### src/rtl/telemetry_pkt.sv
// Periodic telemetry packetizer: snapshots NUM_CH channels every PERIOD
// cycles and frames them as AA 55, {hi, lo} per channel, optional checksum,
// handing bytes one at a time to an external UART_tx (trmt/tx_data/tx_done).
module telemetry_pkt #(
  parameter int NUM_CH = 3,
  parameter int DATA_W = 12,
  parameter int PERIOD = 1048576,
  parameter int CHK_EN = 1
) (
  input  logic                     clk,
  input  logic                     rst,
  input  logic                     en,
  input  logic [NUM_CH*DATA_W-1:0] ch_data,
  input  logic                     tx_done,
  output logic                     trmt,
  output logic [7:0]               tx_data,
  output logic                     busy,
  output logic                     pkt_done,
  output logic                     overrun
);

  localparam int PKT_LEN = 2 + 2 * NUM_CH + ((CHK_EN != 0) ? 1 : 0);
  localparam int CNT_W   = $clog2(PERIOD);
  localparam int IDX_W   = 6;  // PKT_LEN is at most 35

  typedef enum logic {IDLE, WAIT} state_t;

  state_t                    state;
  logic [CNT_W-1:0]          period_cnt;
  logic                      pending;
  logic [IDX_W-1:0]          byte_idx;
  logic [NUM_CH*DATA_W-1:0]  snap;

  logic                      tick;
  logic                      start;
  logic [IDX_W-1:0]          next_idx;
  logic [4:0]                ch_sel;
  logic [15:0]               ch_wide;
  logic [15:0]               sum_wide;
  logic [7:0]                sum;
  logic [7:0]                chk;
  logic [7:0]                next_byte;

  assign tick     = en && (period_cnt == CNT_W'(PERIOD - 1));
  // The IDLE cycle in which busy is still high (pkt_done cycle) never starts
  // a packet, so a pending tick launches the next packet one cycle later.
  assign start    = (state == IDLE) && !busy && en && pending;
  assign next_idx = byte_idx + IDX_W'(1);

  // Checksum: negated mod-256 sum of every payload byte of the snapshot
  always_comb begin
    // NOTE: every variable gets a value before any branch or loop so that no latch is inferred.
    sum      = '0;
    sum_wide = '0;
    for (int i = 0; i < NUM_CH; i++) begin
      sum_wide = 16'(snap[i*DATA_W +: DATA_W]);
      sum      = sum + sum_wide[15:8] + sum_wide[7:0];
    end
    chk = 8'h00 - sum;
  end

  // Byte that follows byte_idx in the frame, taken from the snapshot
  always_comb begin
    next_byte = chk;
    ch_sel    = '0;
    ch_wide   = '0;
    if (next_idx == IDX_W'(0)) begin
      next_byte = 8'hAA;
    end else if (next_idx == IDX_W'(1)) begin
      next_byte = 8'h55;
    end else if (next_idx < IDX_W'(2 + 2 * NUM_CH)) begin
      ch_sel    = 5'((next_idx - IDX_W'(2)) >> 1);
      ch_wide   = 16'(snap[ch_sel*DATA_W +: DATA_W]);
      next_byte = next_idx[0] ? ch_wide[7:0] : ch_wide[15:8];
    end
  end

  // Period counter, pending flag and framing FSM with registered outputs
  always_ff @(posedge clk or posedge rst) begin
    if (rst) begin
      state      <= IDLE;
      period_cnt <= '0;
      pending    <= 1'b1;
      byte_idx   <= '0;
      // NOTE: the snapshot is reset too; it is only a few flops and keeps the checksum path free of X after reset.
      snap       <= '0;
      trmt       <= 1'b0;
      tx_data    <= 8'h00;
      busy       <= 1'b0;
      pkt_done   <= 1'b0;
      overrun    <= 1'b0;
    end else begin
      // NOTE: non-blocking assignments throughout, so every register sees the previous-cycle values.
      trmt     <= 1'b0;
      pkt_done <= 1'b0;
      overrun  <= tick && busy;

      if (start || !en || tick) period_cnt <= '0;
      else                      period_cnt <= period_cnt + CNT_W'(1);

      if (start)     pending <= 1'b0;
      else if (tick) pending <= 1'b1;

      case (state)
        IDLE: begin
          if (busy) begin
            busy <= 1'b0;
          end else if (start) begin
            snap     <= ch_data;
            byte_idx <= '0;
            trmt     <= 1'b1;
            tx_data  <= 8'hAA;
            busy     <= 1'b1;
            state    <= WAIT;
          end
        end
        WAIT: begin
          if (tx_done) begin
            if (byte_idx == IDX_W'(PKT_LEN - 1)) begin
              pkt_done <= 1'b1;
              state    <= IDLE;
            end else begin
              byte_idx <= next_idx;
              trmt     <= 1'b1;
              tx_data  <= next_byte;
            end
          end
        end
        default: state <= IDLE;
      endcase
    end
  end

endmodule

### config.mk
export PLATFORM = sky130hd
export DESIGN_NAME = telemetry_pkt
export DESIGN_NICKNAME = d
export VERILOG_FILES = /design/src/rtl/telemetry_pkt.sv
export SDC_FILE = /design/constraint.sdc
export NUM_CORES = 1
export LEC_CHECK = 0
export ABC_CLOCK_PERIOD_IN_PS = 12600
export CORE_MARGIN = 2
export CORE_UTILIZATION = 45
export CTS_BUF_LIST = sky130_fd_sc_hd__clkbuf_2
export CTS_CLUSTER_DIAMETER = 60
export DETAILED_ROUTE_END_ITERATION = 6
export PLACE_DENSITY_LB_ADDON = 0.12
export REMOVE_ABC_BUFFERS = 1
export SLEW_MARGIN = 20
export SYNTH_ARGS = -nofsm -noshare
export SYNTH_HDL_FRONTEND = slang
export SYNTH_SLANG_ARGS = --single-unit
export TNS_END_PERCENT = 10
### constraint.sdc
create_clock -name clk -period 12.6 [get_ports clk]
set_clock_uncertainty 0.2 [all_clocks]
set_input_delay 1.89 -clock clk [delete_from_list [all_inputs] [get_ports clk]]
set_output_delay 1.89 -clock clk [all_outputs]
set_load 0.05 [all_outputs]
Yosys cells after proc, flatten, opt, wreduce, memory -nomap -nowiden --
Cells that the tools add are included. Widths: inputs -> output; s select.
Storage, ports and cells: register bits after elaboration 76, logic and storage cells 71, input bits 40
Cells by class: magnitude comparators 1, multipliers 1, shifts and indexed selects 1, equality and inequality tests 7, multiplexer cells 27, reductions and logical operators 13, add/subtract/negate cells 9, bitwise gates (word level) 2
Operators by type and width (count):
- $mux 8 | 8
- $shiftx 36x10->12 | 1
- $mux 6 | 4
- $add 20x1->20 const B | 1
- $eq 20x20->1 const B | 1
- $mux 20 | 1
- $add 8x4->8 | 2
- $add 8x8->8 | 2
- $pmux 8 s2 | 1
- $pmux 6 s2 | 1
- $mux 1 | 10
- $add 4x8->8 | 1
- $ne 2x2->1 const B | 4
- $sub 1x8->8 const A | 1
- $mul 5x2->7 const B | 1
- $add 6x1->6 const B | 1
- $eq 6x1->1 const B | 1
- $eq 6x4->1 const B | 1
- $logic_not 6->1 | 1
- $lt 6x4->1 const B | 1
- $sub 6x2->6 const B | 1
- $logic_and 1x1->1 | 5
- $pmux 1 s2 | 2
- $reduce_and 4->1 | 1
- 5 further kinds | 8

Logic depth before layout (Yosys ltp) --
Gate-level depths: netlist of the first run.
depth after elaboration 12, gate-level depth with buffers 15

Worst setup path before layout of the first run --
No wires, ideal clock.
path kind register to register, from register snap[26], to register tx_data[6], period minus slack after synthesis 4.122 ns, setup time 0.121 ns, arrival 3.801 ns, path slack 8.478 ns, cell stages (with the launch flop) 16, cells stage by stage dfrtp_1 inv_1 fa_1 fa_1 inv_1 fa_1 fa_1 inv_1 ha_1 fa_1 a21o_1 a21oi_1 xnor2_1 mux2i_1 o31ai_1 a22o_1
Between the ends: longest elaborated chain between the ends 8
RTL lines:
- from (decl) | RTL line 32 | logic [NUM_CH*DATA_W-1:0] snap;
- from (signal assigned) | RTL line 109 | snap <= ch_data;
- $add 8x8->8 or $shiftx 36x10->12 (tied branches) | RTL line 57, 73
- $sub 1x8->8 or $mux 8 (tied branches) | RTL line 59, 74
- $mux 8 * | RTL line 71 | end else if (next_idx < IDX_W'(2 + 2 * NUM_CH)) begin
- $mux 8 * | RTL line 69 | end else if (next_idx == IDX_W'(1)) begin
- $mux 8 * | RTL line 67 | if (next_idx == IDX_W'(0)) begin
- $mux 8 * | RTL line 119 | if (byte_idx == IDX_W'(PKT_LEN - 1)) begin
- $mux 8 * | RTL line 118 | if (tx_done) begin
- $pmux 8 s2 * | RTL line 104 | case (state)
- to (signal assigned) | RTL line 125 | tx_data <= next_byte;
- to (decl) | RTL line 16 | output logic [7:0] tx_data,
Every way passes the cells marked *; elsewhere a longest branch is shown, timed or not. The select of a mux whose other input is x is not followed. A chain may end at the register's enable or synchronous reset.

Worst setup path in the final report of the first run --
Ends and elaborated chain as after synthesis.

==> results of run 1 <==
-- kinds of logic after synthesis --
logic type | Yosys count | synth area share
compound gates | 71 | 0.102
buf+inv | 79 | 0.0743
mux | 28 | 0.0795
fa+ha+maj | 41 | 0.143
xor+xnor | 33 | 0.0638
flops | 76 | 0.420
simple gates | 115 | 0.118
-- through the flow --
step | area, um2 | hold WS (ns) | utilization | power, uW
floorplan | 4420 | 0.275 | - | 256
global placement | 5100 | 0.299 | 0.522 | 270
detailed placement | 5100 | 0.302 | 0.522 | 270
CTS | 5220 | 0.336 | 0.534 | 411
global route | 5220 | 0.375 | 0.534 | 425
finish | 5220 | 0.334 | 0.534 | 405
-- registers in the layout, indices dropped and copies added, names as in the netlist --
register,flops
snap,36
period_cnt,20
tx_data,8
byte_idx,6
busy,1
overrun,1
pending,1
pkt_done,1
state,1
trmt,1
-- per-layer routing --
layer  part of all wire  wire, um
met4              0.016       141
met5                  0         0
met1               0.47      4050
met2               0.47      4060
met3              0.041       354
-- layout make-up --
cell class	instances	area, um2	area share
multi-input cells	288	2290	0.439
flip-flops and latches	76	1900	0.365
inverters	59	221	0.0424
well taps	133	166	0.0319
repair buffers	52	518	0.0993
clock inverters	5	61.3	0.0118
clock buffers	11	55.1	0.0106
-- where the power goes --
part / leakage, uW / internal (uW) / switching (uW)
logic: 0.00152 / 11.6 / 8.03
clock network: 0.0000648 / 47.8 / 92.0
registers: 0.000957 / 245 / 0.897
total: 0.00254 / 305 / 101
-- placed cells by master, fill, tap and decap left out, types with 3 or more instances in the layout --
cell	netlist	final
inv_1	59	58
xor2_1	19	19
xnor2_1	14	14
a211oi_1	3	3
nand2_1	41	41
a22oi_1	4	4
a21oi_1	8	8
dfrtp_1	75	75
clkdlybuf4s50_1	0	51
o21ai_0	30	30
mux2i_1	6	6
a21o_1	5	5
nor3_1	4	4
nand4_1	4	4
ha_1	23	23
fa_1	18	18
clkinvlp_4	0	3
mux2_2	18	18
a22o_1	4	4
nand3_1	10	10
nor2_1	37	37
and3_1	8	7
clkbuf_2	1	11
-- final timing paths --
check                         startpoint             end  slack (ns)  cells past startpoint
max                             snap[26]      tx_data[6]        8.31                     15
max reg2reg                     snap[26]      tx_data[6]        8.31                     15
min                        period_cnt[0]   period_cnt[0]        0.33                      1
min in group asynchronous            rst  period_cnt[12]        1.69                      3
min reg2reg                period_cnt[0]   period_cnt[0]        0.33                      1
max in group asynchronous            rst         snap[3]        9.86                      3
==> results.py, run 1 <==
metrics = {
    "die": {
        "start_util": 0.464,
        "die_y_um": 104,
        "die_area_um2": 10900,
        "die_width_um": 104,
        "boundaryPins": 52,
        "rows": 36,
        "fp.coreArea_um2": 9770,
    },
    "synth": {
        "number_of_enable_type_register_cells_in_the_synthesized_netlist": 0,
        "netlist_instances": 443,
        "post_synth_num_cell_types": 51,
        "asyncSetResetFlopFracSynth": 1.00,
        "synth_largest_area_cell": "dfrtp_1",
        "ys_dominant_reg_cell": "dfrtp_1",
        "ys_ff_latch": 76,
        "synthesis.area_per_instance_um2": 10.2,
        "ys_top_cells_by_area": "dfrtp_1 41%, fa_1 8.0%, ha_1 6.4%, inv_1 4.9%, mux2_2 4.5%",
        "fraction_of_the_yosys_area_taken_by_sequential_cells": 0.420,
        "synth_commonest_cells": "75 x dfrtp_1, 59 x inv_1, 41 x nand2_1",
        "post-synth-top-area-fraction": 0.414,
        "yosysMostFrequentCell": "dfrtp_1",
        "synth.yosys.warnings": 0,
        "netlist_area_um2": 4530,
    },
    "critical_path": {
        "worstPathCellList": "inv_1, fa_1, fa_1, inv_1, fa_1, fa_1, inv_1, ha_1, fa_1, a21o_1, a21oi_1, xnor2_1, mux2i_1, o31ai_1, a22o_1",
        "worst_path_slowest_cell": "fa_1",
        "crit_path_end_kind": "flop",
        "worst_path_largest_cell_delay_ns": 0.51,
        "worst-setup-path-type": "flop to flop",
        "cp.arrival_ns": 4.58,
        "crit_path_frequent_cell": "fa_1",
        "worstPathMaxFanout": 3,
        "required_ns": 12.89,
        "critical_path.n_buffers_inverters": 3,
        "critical-path-top-delay-family": "adder cells",
        "worst_setup_path_start_kind": "flop",
    },
    "detailed_routing": {
        "drc": 0,
        "detailroute.via_count": 3121,
        "wl_per_cell_um": 13.8,
        "drt-vias-per-instance": 5.00,
        "drtAntennaViolNets": 0,
        "route.final.wire_length_mm": 8.60,
        "drt_iter0_markers": 82,
        "drt-pass1-iter-count": 4,
    },
    "final_layout": {
        "n_antenna_cell": 0,
        "layout-area-overhead-vs-synth_pct": 15.2,
        "drive_above_1_share": 0.0916,
        "nFillCells": 916,
        "layoutNonFillerInstCount": 624,
        "layout.nets": 567,
    },
    "clocking": {
        "clock_latency_reported_for_the_late_side_of_the_worst_skew_pair_ns": 0.57,
        "cts_buffer_depth": 2,
        "ctsHtreeMaxLevel": 3,
        "postCtsSetupBuffers": 0,
        "clk_pin_slew_worst_paths_ns": 0.22,
        "cts_sinks": 76,
        "holdBufCountCts": 0,
        "cts_tree": "done",
        "cts_repair_resize_count": 0,
        "cts_made_buffers": 9,
        "clock-root-buffer": "clkbuf_2",
    },
    "placement": {
        "globalplace.congestion": 0.783,
        "dp_hpwl_mm": 6.14,
        "placed_cells": 608,
        "detailedPlace.worstSlack_ns": 7.98,
        "portBuffers": 51,
    },
    "sta": {
        "finalMaxSlewViolations": 0,
        "fin_setup_tns_ns": 0,
        "final.min_clock_period_ns": 4.29,
        "worst_slew_margin_rel": 0.329,
        "achievable-frequency_mhz": 233,
        "final_hold_viol_count": 0,
        "worst-slew-pin-transition_ns": 1.01,
        "post-route-worst-setup-slack_ns": 8.31,
        "rsz0062_at_grt": "false",
        "finalCritPeriodShare": 0.341,
        "setup_viol_count_final": 0,
    },
    "pwr": {
        "powerDensity_nw_per_um2": 77.7,
        "leakage_uw": 0.00254,
        "power.ir.vdd_worst_mv": 0.0387,
    },
    "min_path": {
        "min_delay_worst_type": "flop to flop",
    },
    "global_route": {
        "grt_pass1_vias": 3128,
        "gr-usage-all-layers": 0.173,
        "grtUsageMet2": 0.267,
        "antenna_found_initial": 0,
        "grt_pass1_wl_mm": 15.0,
        "grt_overflow": 0,
        "grt_most_used_layer": "met2",
        "grt_use_met3": 0.0376,
        "gr-usage-met1": 0.240,
        "grt_max_degree": 77,
    },
    "run_status": {
        "status": "completed",
    },
    "flow_run": {
        "timing.max_cap.violations": 0,
    },
}
Power figures use the tool's default switching activity.
==> inputs of run 2 (changes only) <==
--- a/config.mk
+++ b/config.mk
@@ -5,7 +5,7 @@
 export SDC_FILE = /design/constraint.sdc
 export NUM_CORES = 1
 export LEC_CHECK = 0
-export ABC_CLOCK_PERIOD_IN_PS = 12600
+export ABC_CLOCK_PERIOD_IN_PS = 4400
 export CORE_MARGIN = 2
 export CORE_UTILIZATION = 45
 export CTS_BUF_LIST = sky130_fd_sc_hd__clkbuf_2
==> constraint.sdc (replaced) <==
create_clock -name clk -period 4.4 [get_ports clk]
set_clock_uncertainty 0.2 [all_clocks]
set_input_delay 0.66 -clock clk [delete_from_list [all_inputs] [get_ports clk]]
set_output_delay 0.66 -clock clk [all_outputs]
set_load 0.05 [all_outputs]
==> results.py, run 2 (synthesis results as in run 1) <==
metrics = {
    "die": {
        "die_y_um": 104,
        "die_area_um2": 10900,
        "fp.coreArea_um2": 9770,
        "die_width_um": 104,
        "start_util": 0.464,
        "boundaryPins": 52,
        "rows": 36,
    },
    "clocking": {
        "cts_made_buffers": 9,
        "postCtsSetupBuffers": 0,
        "cts_sinks": 76,
        "clock-root-buffer": "clkbuf_2",
        "ctsHtreeMaxLevel": 3,
        "cts_tree": "done",
        "clk_pin_slew_worst_paths_ns": 0.25,
        "cts_buffer_depth": 2,
        "clock_latency_reported_for_the_late_side_of_the_worst_skew_pair_ns": 0.54,
        "holdBufCountCts": 0,
    },
    "detailed_routing": {
        "detailroute.via_count": 3162,
        "drt-pass1-iter-count": 4,
        "drtAntennaViolNets": 0,
        "drt_iter0_markers": 128,
        "route.final.wire_length_mm": 8.66,
        "drt-vias-per-instance": 5.03,
        "drc": 0,
        "wl_per_cell_um": 13.8,
    },
    "placement": {
        "dp_hpwl_mm": 6.43,
        "detailedPlace.worstSlack_ns": 0.137,
        "portBuffers": 51,
        "globalplace.congestion": 0.760,
    },
    "final_layout": {
        "top_register": "snap",
        "layout.cells.most_common_list": "75 x dfrtp_1, 57 x inv_1, 51 x clkdlybuf4s50_1",
        "drive_above_1_share": 0.107,
        "largest_register_ff_count": 36,
        "nFillCells": 916,
        "final_common_cell": "dfrtp_1",
        "layout-area-overhead-vs-synth_pct": 16.4,
        "layout.nets": 572,
        "n_antenna_cell": 0,
        "top_regs": "snap (36), period_cnt (20), tx_data (8)",
    },
    "critical_path": {
        "worst_setup_path_start_kind": "flop",
        "crit_path_frequent_cell": "fa_1",
        "worst_path_slowest_cell": "fa_1",
        "crit-reg2reg-launch": "snap[26]",
        "reg2reg_depth": 15,
        "worst-setup-path-type": "flop to flop",
        "ff2ff_setup_slack_ns": 0.20,
        "worstPathCellList": "inv_1, fa_1, fa_1, inv_1, fa_1, fa_1, inv_1, ha_1, fa_2, a21o_1, a21oi_2, xnor2_1, mux2i_1, o31ai_1, a22o_1",
        "reg2reg_to": "tx_data[6]",
        "worstPathMaxFanout": 3,
        "required_ns": 4.67,
        "cp.arrival_ns": 4.48,
        "worst_path_largest_cell_delay_ns": 0.51,
        "crit_path_end_kind": "flop",
    },
    "sta": {
        "fin_setup_tns_ns": 0,
        "final.min_clock_period_ns": 4.20,
        "finalMaxSlewViolations": 0,
        "final_hold_viol_count": 0,
        "setup_viol_count_final": 0,
        "rsz0062_at_grt": "false",
        "achievable-frequency_mhz": 238,
        "worst_slew_margin_rel": 0.523,
        "post-route-worst-setup-slack_ns": 0.199,
        "finalCritPeriodShare": 0.955,
        "holdWs_ns": 0.206,
        "worst-slew-pin-transition_ns": 0.713,
    },
    "min_path": {
        "min_delay_worst_type": "input port to asynchronous set/reset pin",
    },
    "global_route": {
        "grt_max_degree": 58,
        "grt_overflow": 0,
        "gr-usage-all-layers": 0.173,
        "gr-usage-met1": 0.230,
        "grt_most_used_layer": "met2",
        "antenna_found_initial": 0,
        "grt_use_met3": 0.0313,
        "grt_pass1_vias": 3325,
        "grtUsageMet2": 0.285,
        "grt_pass1_wl_mm": 15.3,
    },
    "pwr": {
        "leakage_uw": 0.00257,
        "power.ir.vdd_worst_mv": 0.0960,
        "power.total_uw": 1190,
        "powerDensity_nw_per_um2": 225,
    },
    "flow_run": {
        "timing.max_cap.violations": 0,
    },
    "run_status": {
        "status": "completed",
    },
}
[run 2: repair_timing]
item | in CTS | in global routing
endpoints found under the hold margin | 0 | 0
setup endpoints to repair | 0 | 1
resized for setup | 0 | 3
[run 2: through the flow]
stage          utilization  std cells  area, um2
6_report             0.539        629       5270
5_1_grt              0.539        629       5270
4_1_cts              0.539        629       5270
3_5_place_dp         0.526        613       5140
3_3_place_gp         0.526        613       5140
2_1_floorplan            -        423       4420
[run 2: worst max-delay path, delay by kind of cell, from the launching register on]
kind	cells	cell delay, ns
flip-flops	1	0.43
buffers and inverters	3	0.17
AO/OA/AOI/OAI	4	0.60
XOR/XNOR	1	0.07
adder cells (fa/ha/maj)	6	2.50
multiplexers	1	0.14
[run 2: worst max-delay path by stage]
stage / start / end / slack, ns / cells past startpoint
CTS: snap[26] / tx_data[6] / 0.09 / 15
global placement: snap[26] / tx_data[6] / 0.18 / 15
global route: snap[26] / tx_data[6] / 0.001 / 15
floorplan: snap[26] / tx_data[6] / 0.28 / 15
finish: snap[26] / tx_data[6] / 0.20 / 15
detailed placement: snap[26] / tx_data[6] / 0.14 / 15
[run 2: cell type report]
type                    instances  area [um2]  area share
repair buffers                 57         556       0.105
clock buffers                   9        45.0     0.00854
inverters                      59         221      0.0420
clock inverters                 7        82.6      0.0157
flip-flops and latches         76        1900       0.361
well taps                     133         166      0.0316
multi-input cells             288        2300       0.436
[run 2: power breakdown]
part           switching, uW  internal [uW]  total, uW
sequential              2.33            702        705
combinational           22.8           33.8       56.6
clock                    284            140        425
total                    310            876       1190
[run 2: layer usage]
layer / up-vias / share of wire
met5: - / 0
met4: 0 / 0.012
met3: 12 / 0.036
met2: 57 / 0.49
met1: 1532 / 0.46
li1: 1561 / -
